File: src/rtl/imm_decode_stage.sv
`default_nettype none
// ============================================================================
// Module      : imm_decode_stage
// Description : RISC-V immediate decode with a registered 2-entry output
//               buffer. Optional macro IMM_DECODE_ZICSR_UIMM_EN enables the
//               Z (CSR uimm) immediate format.
// Revision    : 1.0 - initial release
// ============================================================================
module imm_decode_stage #(
    parameter int XLEN  = 32,
    parameter int TAG_W = 32
) (
    input  logic             clk,
    input  logic             rst,
    input  logic             in_valid,
    output logic             in_ready,
    input  logic [31:0]      in_instr,
    input  logic [TAG_W-1:0] in_tag,
    output logic             out_valid,
    input  logic             out_ready,
    output logic [XLEN-1:0]  out_imm,
    output logic [2:0]       out_fmt,
    output logic             out_illegal,
    output logic [TAG_W-1:0] out_tag
);

    localparam bit C_IS_RV64 = (XLEN == 64);

    localparam logic [6:0] C_OP_LOAD     = 7'b0000011;
    localparam logic [6:0] C_OP_MISC_MEM = 7'b0001111;
    localparam logic [6:0] C_OP_IMM      = 7'b0010011;
    localparam logic [6:0] C_OP_AUIPC    = 7'b0010111;
    localparam logic [6:0] C_OP_IMM32    = 7'b0011011;
    localparam logic [6:0] C_OP_STORE    = 7'b0100011;
    localparam logic [6:0] C_OP_OP       = 7'b0110011;
    localparam logic [6:0] C_OP_LUI      = 7'b0110111;
    localparam logic [6:0] C_OP_OP32     = 7'b0111011;
    localparam logic [6:0] C_OP_BRANCH   = 7'b1100011;
    localparam logic [6:0] C_OP_JALR     = 7'b1100111;
    localparam logic [6:0] C_OP_JAL      = 7'b1101111;
    localparam logic [6:0] C_OP_SYSTEM   = 7'b1110011;

    localparam logic [2:0] C_FMT_NONE = 3'd0;
    localparam logic [2:0] C_FMT_I    = 3'd1;
    localparam logic [2:0] C_FMT_S    = 3'd2;
    localparam logic [2:0] C_FMT_B    = 3'd3;
    localparam logic [2:0] C_FMT_U    = 3'd4;
    localparam logic [2:0] C_FMT_J    = 3'd5;
`ifdef IMM_DECODE_ZICSR_UIMM_EN
    localparam logic [2:0] C_FMT_Z    = 3'd6;
`endif

    localparam logic [1:0] C_CNT_EMPTY = 2'd0;
    localparam logic [1:0] C_CNT_FULL  = 2'd2;

    // ------------------------------------------------------------------
    // Immediate extraction
    // ------------------------------------------------------------------
    logic [6:0]      w_op;
    logic            w_sign;
    logic [XLEN-1:0] w_imm_i;
    logic [XLEN-1:0] w_imm_s;
    logic [XLEN-1:0] w_imm_b;
    logic [XLEN-1:0] w_imm_u;
    logic [XLEN-1:0] w_imm_j;

    assign w_op    = in_instr[6:0];
    assign w_sign  = in_instr[31];
    assign w_imm_i = {{(XLEN-12){w_sign}}, in_instr[31:20]};
    assign w_imm_s = {{(XLEN-12){w_sign}}, in_instr[31:25], in_instr[11:7]};
    assign w_imm_b = {{(XLEN-12){w_sign}}, in_instr[7], in_instr[30:25],
                      in_instr[11:8], 1'b0};
    assign w_imm_j = {{(XLEN-20){w_sign}}, in_instr[19:12], in_instr[20],
                      in_instr[30:21], 1'b0};

    // The U immediate is exactly 32 bits wide, so RV32 needs no extension.
    generate
        if (C_IS_RV64) begin : g_u_rv64
            assign w_imm_u = {{(XLEN-32){w_sign}}, in_instr[31:12], 12'b0};
        end else begin : g_u_rv32
            assign w_imm_u = {in_instr[31:12], 12'b0};
        end
    endgenerate

`ifdef IMM_DECODE_ZICSR_UIMM_EN
    logic [XLEN-1:0] w_imm_z;
    assign w_imm_z = {{(XLEN-5){1'b0}}, in_instr[19:15]};
`endif

    // ------------------------------------------------------------------
    // Opcode classification
    // ------------------------------------------------------------------
    logic [XLEN-1:0] w_dec_imm;
    logic [2:0]      w_dec_fmt;
    logic            w_dec_illegal;

    always_comb begin
        w_dec_imm     = '0;
        w_dec_fmt     = C_FMT_NONE;
        w_dec_illegal = 1'b0;
        case (w_op)
            C_OP_IMM, C_OP_LOAD, C_OP_JALR: begin
                w_dec_imm = w_imm_i;
                w_dec_fmt = C_FMT_I;
            end
            C_OP_SYSTEM: begin
`ifdef IMM_DECODE_ZICSR_UIMM_EN
                // funct3[2] set selects the immediate CSR forms
                if (in_instr[14]) begin
                    w_dec_imm = w_imm_z;
                    w_dec_fmt = C_FMT_Z;
                end else begin
                    w_dec_imm = w_imm_i;
                    w_dec_fmt = C_FMT_I;
                end
`else
                w_dec_imm = w_imm_i;
                w_dec_fmt = C_FMT_I;
`endif
            end
            C_OP_IMM32: begin
                if (C_IS_RV64) begin
                    w_dec_imm = w_imm_i;
                    w_dec_fmt = C_FMT_I;
                end else begin
                    w_dec_illegal = 1'b1;
                end
            end
            C_OP_STORE: begin
                w_dec_imm = w_imm_s;
                w_dec_fmt = C_FMT_S;
            end
            C_OP_BRANCH: begin
                w_dec_imm = w_imm_b;
                w_dec_fmt = C_FMT_B;
            end
            C_OP_LUI, C_OP_AUIPC: begin
                w_dec_imm = w_imm_u;
                w_dec_fmt = C_FMT_U;
            end
            C_OP_JAL: begin
                w_dec_imm = w_imm_j;
                w_dec_fmt = C_FMT_J;
            end
            C_OP_OP, C_OP_MISC_MEM: begin
                w_dec_illegal = 1'b0;
            end
            C_OP_OP32: begin
                w_dec_illegal = !C_IS_RV64;
            end
            default: begin
                w_dec_illegal = 1'b1;
            end
        endcase
    end

    // ------------------------------------------------------------------
    // Two-entry result buffer
    // ------------------------------------------------------------------
    logic [XLEN-1:0]  imm_q [2];
    logic [2:0]       fmt_q [2];
    logic             ill_q [2];
    logic [TAG_W-1:0] tag_q [2];
    logic             wr_ptr_q, wr_ptr_d;
    logic             rd_ptr_q, rd_ptr_d;
    logic [1:0]       count_q,  count_d;
    logic             w_push;
    logic             w_pop;

    assign in_ready  = (count_q != C_CNT_FULL);
    assign out_valid = (count_q != C_CNT_EMPTY);
    assign w_push    = in_valid && in_ready;
    assign w_pop     = out_valid && out_ready;

    always_comb begin
        wr_ptr_d = wr_ptr_q;
        rd_ptr_d = rd_ptr_q;
        count_d  = count_q;
        if (w_push) begin
            wr_ptr_d = !wr_ptr_q;
        end
        if (w_pop) begin
            rd_ptr_d = !rd_ptr_q;
        end
        case ({w_push, w_pop})
            2'b10:   count_d = count_q + 2'd1;
            2'b01:   count_d = count_q - 2'd1;
            default: count_d = count_q;
        endcase
    end

    always_ff @(posedge clk) begin
        if (rst) begin
            wr_ptr_q <= 1'b0;
            rd_ptr_q <= 1'b0;
            count_q  <= C_CNT_EMPTY;
            for (int i = 0; i < 2; i++) begin
                imm_q[i] <= '0;
                fmt_q[i] <= C_FMT_NONE;
                ill_q[i] <= 1'b0;
                tag_q[i] <= '0;
            end
        end else begin
            wr_ptr_q <= wr_ptr_d;
            rd_ptr_q <= rd_ptr_d;
            count_q  <= count_d;
            if (w_push) begin
                imm_q[wr_ptr_q] <= w_dec_imm;
                fmt_q[wr_ptr_q] <= w_dec_fmt;
                ill_q[wr_ptr_q] <= w_dec_illegal;
                tag_q[wr_ptr_q] <= in_tag;
            end
        end
    end

    // Popped slots keep stale data, so the head is masked when empty.
    assign out_imm     = out_valid ? imm_q[rd_ptr_q] : '0;
    assign out_fmt     = out_valid ? fmt_q[rd_ptr_q] : C_FMT_NONE;
    assign out_illegal = out_valid ? ill_q[rd_ptr_q] : 1'b0;
    assign out_tag     = out_valid ? tag_q[rd_ptr_q] : '0;

endmodule
`default_nettype wire
File: config.mk
export PLATFORM = sky130hd
export DESIGN_NAME = imm_decode_stage
export DESIGN_NICKNAME = d
export VERILOG_FILES = /design/src/rtl/imm_decode_stage.sv
export SDC_FILE = /design/constraint.sdc
export NUM_CORES = 1
export LEC_CHECK = 0
export BUFFER_PORTS_ARGS = -buffer_cell sky130_fd_sc_hd__buf_4
export CORE_ASPECT_RATIO = 1.75
export CORE_MARGIN = 2
export CORE_UTILIZATION = 38
export DETAILED_ROUTE_END_ITERATION = 7
export PLACE_DENSITY = 0.71
export REMOVE_ABC_BUFFERS = 1
export SLEW_MARGIN = 20
export SYNTH_ARGS = -nofsm -noshare
export SYNTH_HDL_FRONTEND = slang
export SYNTH_SLANG_ARGS = --single-unit
export TNS_END_PERCENT = 1
File: constraint.sdc
create_clock -name clk -period 4.5 [get_ports clk]
set_input_delay 0 -clock clk [delete_from_list [all_inputs] [get_ports clk]]
set_output_delay 0 -clock clk [all_outputs]
set_load 0.01 [all_outputs]
## Word level (Yosys, flattened, before mapping)

Memory sizes are Yosys's and may differ from the RTL's. A register that Yosys moved wholly into a read port is not among the register bits.
Cells that the tools add are included.

- $add $sub $neg: 2
- Equality and inequality tests: 14
- Mux-type cells: 33
- Reductions and logical operators: 13

Operator list:

| operator | number |
|---|---|
| 32-bit case mux with 5 select lines | 1 |
| 32-bit two-way mux | 4 |
| 32-bit OR reduction | 2 |
| 7-bit equality test (second input constant) | 4 |
| 1-bit two-way mux | 24 |
| 7-bit by 6-bit equality test with 1-bit output (second input constant) | 3 |
| 3-bit case mux with 5 select lines | 1 |
| 7-bit by 5-bit equality test with 1-bit output (second input constant) | 2 |
| 11-bit OR reduction | 1 |
| 7-bit by 2-bit equality test with 1-bit output (second input constant) | 1 |
| 7-bit by 4-bit equality test with 1-bit output (second input constant) | 1 |
| 3-bit two-way mux | 2 |
| 2-bit case mux with 2 select lines | 1 |
| 2-bit nonzero test | 2 |
| 4-bit OR reduction | 1 |
| 3-bit OR reduction | 1 |
| 2-bit by 1-bit adder with 2-bit output (second input constant) | 1 |
| 2-bit by 1-bit equality test with 1-bit output (second input constant) | 1 |
| 2-bit equality test (second input constant) | 1 |
| 1-bit logical AND | 2 |
| 1-bit zero test | 2 |
| 2-bit inequality test (second input constant) | 1 |
| 2-bit OR reduction | 1 |
| 2-bit by 1-bit subtractor with 2-bit output (second input constant) | 1 |
| 1-bit OR reduction | 1 |

- Memories kept: 4
- Memory bits (writable): 136
- Input bits: 68
- Output and inout port bits: 70
- Word-level logic and storage cells: 69
- Register bits: 4

Memory list:

| name | words | width | read ports | clocked after memory_dff | wr ports | RTL line | text |
|---|---|---|---|---|---|---|---|
| imm_q | 2 | 32 | 1 | 1 | 2 | 160 | `logic [XLEN-1:0] imm_q [2];` |
| tag_q | 2 | 32 | 1 | 1 | 2 | 163 | `logic [TAG_W-1:0] tag_q [2];` |
| fmt_q | 2 | 3 | 1 | 1 | 2 | 161 | `logic [2:0] fmt_q [2];` |
| ill_q | 2 | 1 | 1 | 1 | 2 | 162 | `logic ill_q [2];` |

## Logic depth before layout (Yosys ltp)

- Depth in word-level cells: 7
- Mapped depth: 7
- Depth with buffers taken out: 7

## Least setup slack after synthesis

No wires, ideal clock.

- Path kind: register to register
- From: register count_q[0]
- To: memory fmt_q[0][0], enable pin
- Buffers on the path: 0
- Period minus slack after synthesis: 4.391 ns
- Cell stages (with the launch flop): 4
- Setup time: 0.508 ns
- Slack: 0.109 ns
- Data arrival time: 3.883 ns
- Required time: 3.992 ns
- Path through: dfxtp_1 > or2b_2 > nand2_1 > o21bai_1

RTL lines:

| element | RTL line | text |
|---|---|---|
| start: declaration | 166 | `logic [1:0] count_q, count_d;` |
| start signal: assignment | 206 | `count_q <= count_d;` |
| end: declaration | 161 |  |

==> impl_metrics.py <==
metrics = {
    "grt": {
        "track_usage_pct": 17.0,
        "grt_start_max_net_pins": 69,
        "grt_pass1_vias": 4955,
        "overflow": 0,
        "antenna_found_initial": 0,
        "grt_pass1_wl_mm": 24.5,
    },
    "yosys": {
        "synth_cells": 535,
        "synthFlopType": "edfxtp_1",
        "syn_area_um2": 6650,
        "ys_seq_area_share_pct": 62.9,
        "synth_warnings": 0,
        "async_reset_ff_share_pct": 0,
        "synth-edff-count": 136,
        "ys_types": 43,
        "syn_area_per_cell_um2": 12.4,
        "ys_ff_latch": 141,
    },
    "clock_network": {
        "clock_sinks": 141,
        "htreeDepth": 4,
        "clk_latency_ns": 0.40,
        "cts_setup_buffers": 0,
        "cts-root-buf": "clkbuf_16",
        "cts_tree": "done",
        "clk_pin_slew_ns": 0.06,
        "hold_buffers": 57,
        "postCtsResizedCells": 0,
        "clockBufferDepth": 2,
        "cts_buffers": 17,
    },
    "worst_setup_path": {
        "max_stage_delay_ns": 0.97,
        "cp-end-kind": "register",
        "arrival_ns": 2.62,
        "critPathKind": "reg -> reg",
        "cp_cell_sequence": "or2b_2 -> nand3_1 -> nand2b_4",
        "worstPathMaxFanout": 68,
        "crit_path_start_kind": "register",
        "cp.required_ns": 4.52,
        "crit_slowest_cell": "nand2b_4",
    },
    "job": {
        "drv_cap": 0,
    },
    "die": {
        "start_util_pct": 38.4,
        "ios": 138,
        "die_h_um": 179,
        "core.rowCount": 64,
        "die_x_um": 104,
        "core_area_um2": 17300,
        "dieArea_um2": 18600,
    },
    "route": {
        "wl_mm": 16.0,
        "vias": 4782,
        "wl_per_cell_um": 16.5,
        "first_pass_iters": 4,
        "vias_per_cell": 4.96,
        "ant_nets": 0,
        "drtIter0Drc": 196,
        "drc_errors": 0,
    },
    "sta": {
        "worst_pin_slew_ns": 0.957,
        "worst_clock_skew_ns": 0.00477,
        "relSlewSlack_pct": 36.2,
        "post-route-period-util_pct": 57.7,
        "setup_slack_ns": 1.90,
        "maxSlewViolCount": 0,
        "setup_viol": 0,
        "fmax_mhz": 385,
        "rsz0062_at_grt": "no",
        "setup_tns_ns": 0,
        "period_minus_slack_ns": 2.60,
        "hold_viol_final": 0,
    },
    "pwr": {
        "power_density_nw_per_um2": 491,
        "p_leak_nw": 3.68,
        "peakVddDrop_mv": 0.210,
    },
    "run_status": {
        "status": "completed",
    },
    "final_layout": {
        "num_antenna_cells": 0,
        "layout-drive-gt1-share_pct": 24.8,
        "syn_to_final_growth_pct": 36.3,
        "final_nets": 789,
    },
    "place": {
        "pre_cts_ws_ns": 1.91,
        "gp_congestion": 0.775,
        "hpwlAfterDp_mm": 10.8,
        "io_buffers": 137,
    },
    "hold_path": {
        "hold_class": "in -> reg",
    },
}
==> placed cells by master, fill, tap and decap left out, types with 2 or more instances in the layout <==
cell and n:
clkbuf_1 6, a21o_1 23, clkinv_2 4, xnor2_1 3, bufinv_16 2, o32a_1 2, clkinvlp_4 2, nand4_1 3
mux2i_1 69, and4_1 2, clkbuf_16 17, nand3_1 4, xor2_1 2, a22oi_1 6, nand2_1 5, and2_1 79
inv_1 4, dlygate4sd3_1 57, buf_4 143, edfxtp_1 136, dfxtp_1 4, nor3_2 4, a21oi_1 13, nor2b_1 5
nor2_1 112
==> cell usage after synthesis (2+ instances only) <==
| master | n | area [um^2] |
|---|---|---|
| nand3_1 | 4 | 20.0 |
| edfxtp_1 | 136 | 4080 |
| inv_1 | 4 | 15.0 |
| dfxtp_1 | 5 | 100 |
| buf_2 | 13 | 65.1 |
| xor2_1 | 2 | 17.5 |
| nand2_1 | 5 | 18.8 |
| a21oi_1 | 13 | 65.1 |
| clkbuf_1 | 19 | 71.3 |
| xnor2_1 | 3 | 26.3 |
| nand2b_1 | 2 | 12.5 |
| nand4_1 | 3 | 18.8 |
| and2_1 | 79 | 494 |
| and4_1 | 2 | 17.5 |
| mux2i_1 | 69 | 691 |
| nor2_1 | 113 | 424 |
| nor3_1 | 4 | 20.0 |
| nor2b_1 | 5 | 31.3 |
| a21o_1 | 23 | 173 |
| o32a_1 | 2 | 20.0 |
| buf_1 | 2 | 7.51 |
| a22oi_1 | 6 | 45.0 |
==> layout make-up <==
class                   count  area [um^2]
inverters                   4         15.0
fillers                  1532         8240
clock inverters             8         95.1
flip-flops and latches    141         4190
repair buffers            201         1670
well taps                 231          289
clock buffers              24          462
multi-input cells         355         2340
==> cells by family (layout without fill, tap and decap cells) <==
family,count (synthesis),in the layout,share of synthesized area (%)
multiplexers,69,69,10.4
XOR/XNOR,5,5,0.659
adder cells (fa/ha/maj),1,1,0.188
AO/OA/AOI/OAI,55,55,6.15
flip-flops,141,141,62.9
AND/OR/NAND/NOR,225,225,17.1
buffers and inverters,39,237,2.56
==> critical path, delay by kind of cell, from the launching register on <==
| family | cells | cell delay [ns] |
|---|---|---|
| and+or+nand+nor | 3 | 1.73 |
| DFF | 1 | 0.45 |
==> power by group <==
| part | switching, mW | leakage, nW | internal [mW] |
|---|---|---|---|
| clock network | 0.495 | 0.268 | 0.827 |
| logic | 0.721 | 1.93 | 0.609 |
| registers | 0.142 | 1.49 | 1.65 |
| total | 1.36 | 3.68 | 3.09 |
==> routing by layer <==
metal / up-vias / share of wire, % / global-route usage, %
li1: 2267 / - / -
met1: 2300 / 36 / 17.6
met2: 167 / 55 / 32.0
met3: 48 / 4.2 / 3.38
met4: 0 / 4.6 / 9.80
met5: - / 0 / 0
==> final timing paths <==
path                                  from          end  slack [ns]  depth (start not counted)
worst min register to register    rd_ptr_q     rd_ptr_q        0.51                          2
worst max-delay path            count_q[0]  imm_q[1][6]        1.90                          3
worst max register to register  count_q[0]  imm_q[1][6]        1.90                          3
worst min-delay path             out_ready     rd_ptr_q        0.04                          4
==> flip-flops by register name, indices dropped and copies added (netlist names), named ones only <==
register and cells:
imm_q 64, tag_q 64, fmt_q 6, count_q 2, ill_q 2, rd_ptr_q 1
wr_ptr_q 1
==> per-stage QoR <==
step	utilization, %	total power [mW]	hold slack (ns)	std cells	cell area, um^2
after CTS	52.3	4.48	0.0367	964	9050
after global routing	52.4	4.65	0.0684	964	9060
after detailed placement	45.8	3.13	0.271	875	7920
after global placement	45.6	3.09	0.247	874	7900
final	52.4	4.45	0.0372	964	9060
after floorplan	-	2.54	0.0691	500	6490
No activity file was read; power rests on OpenSTA's default activity.
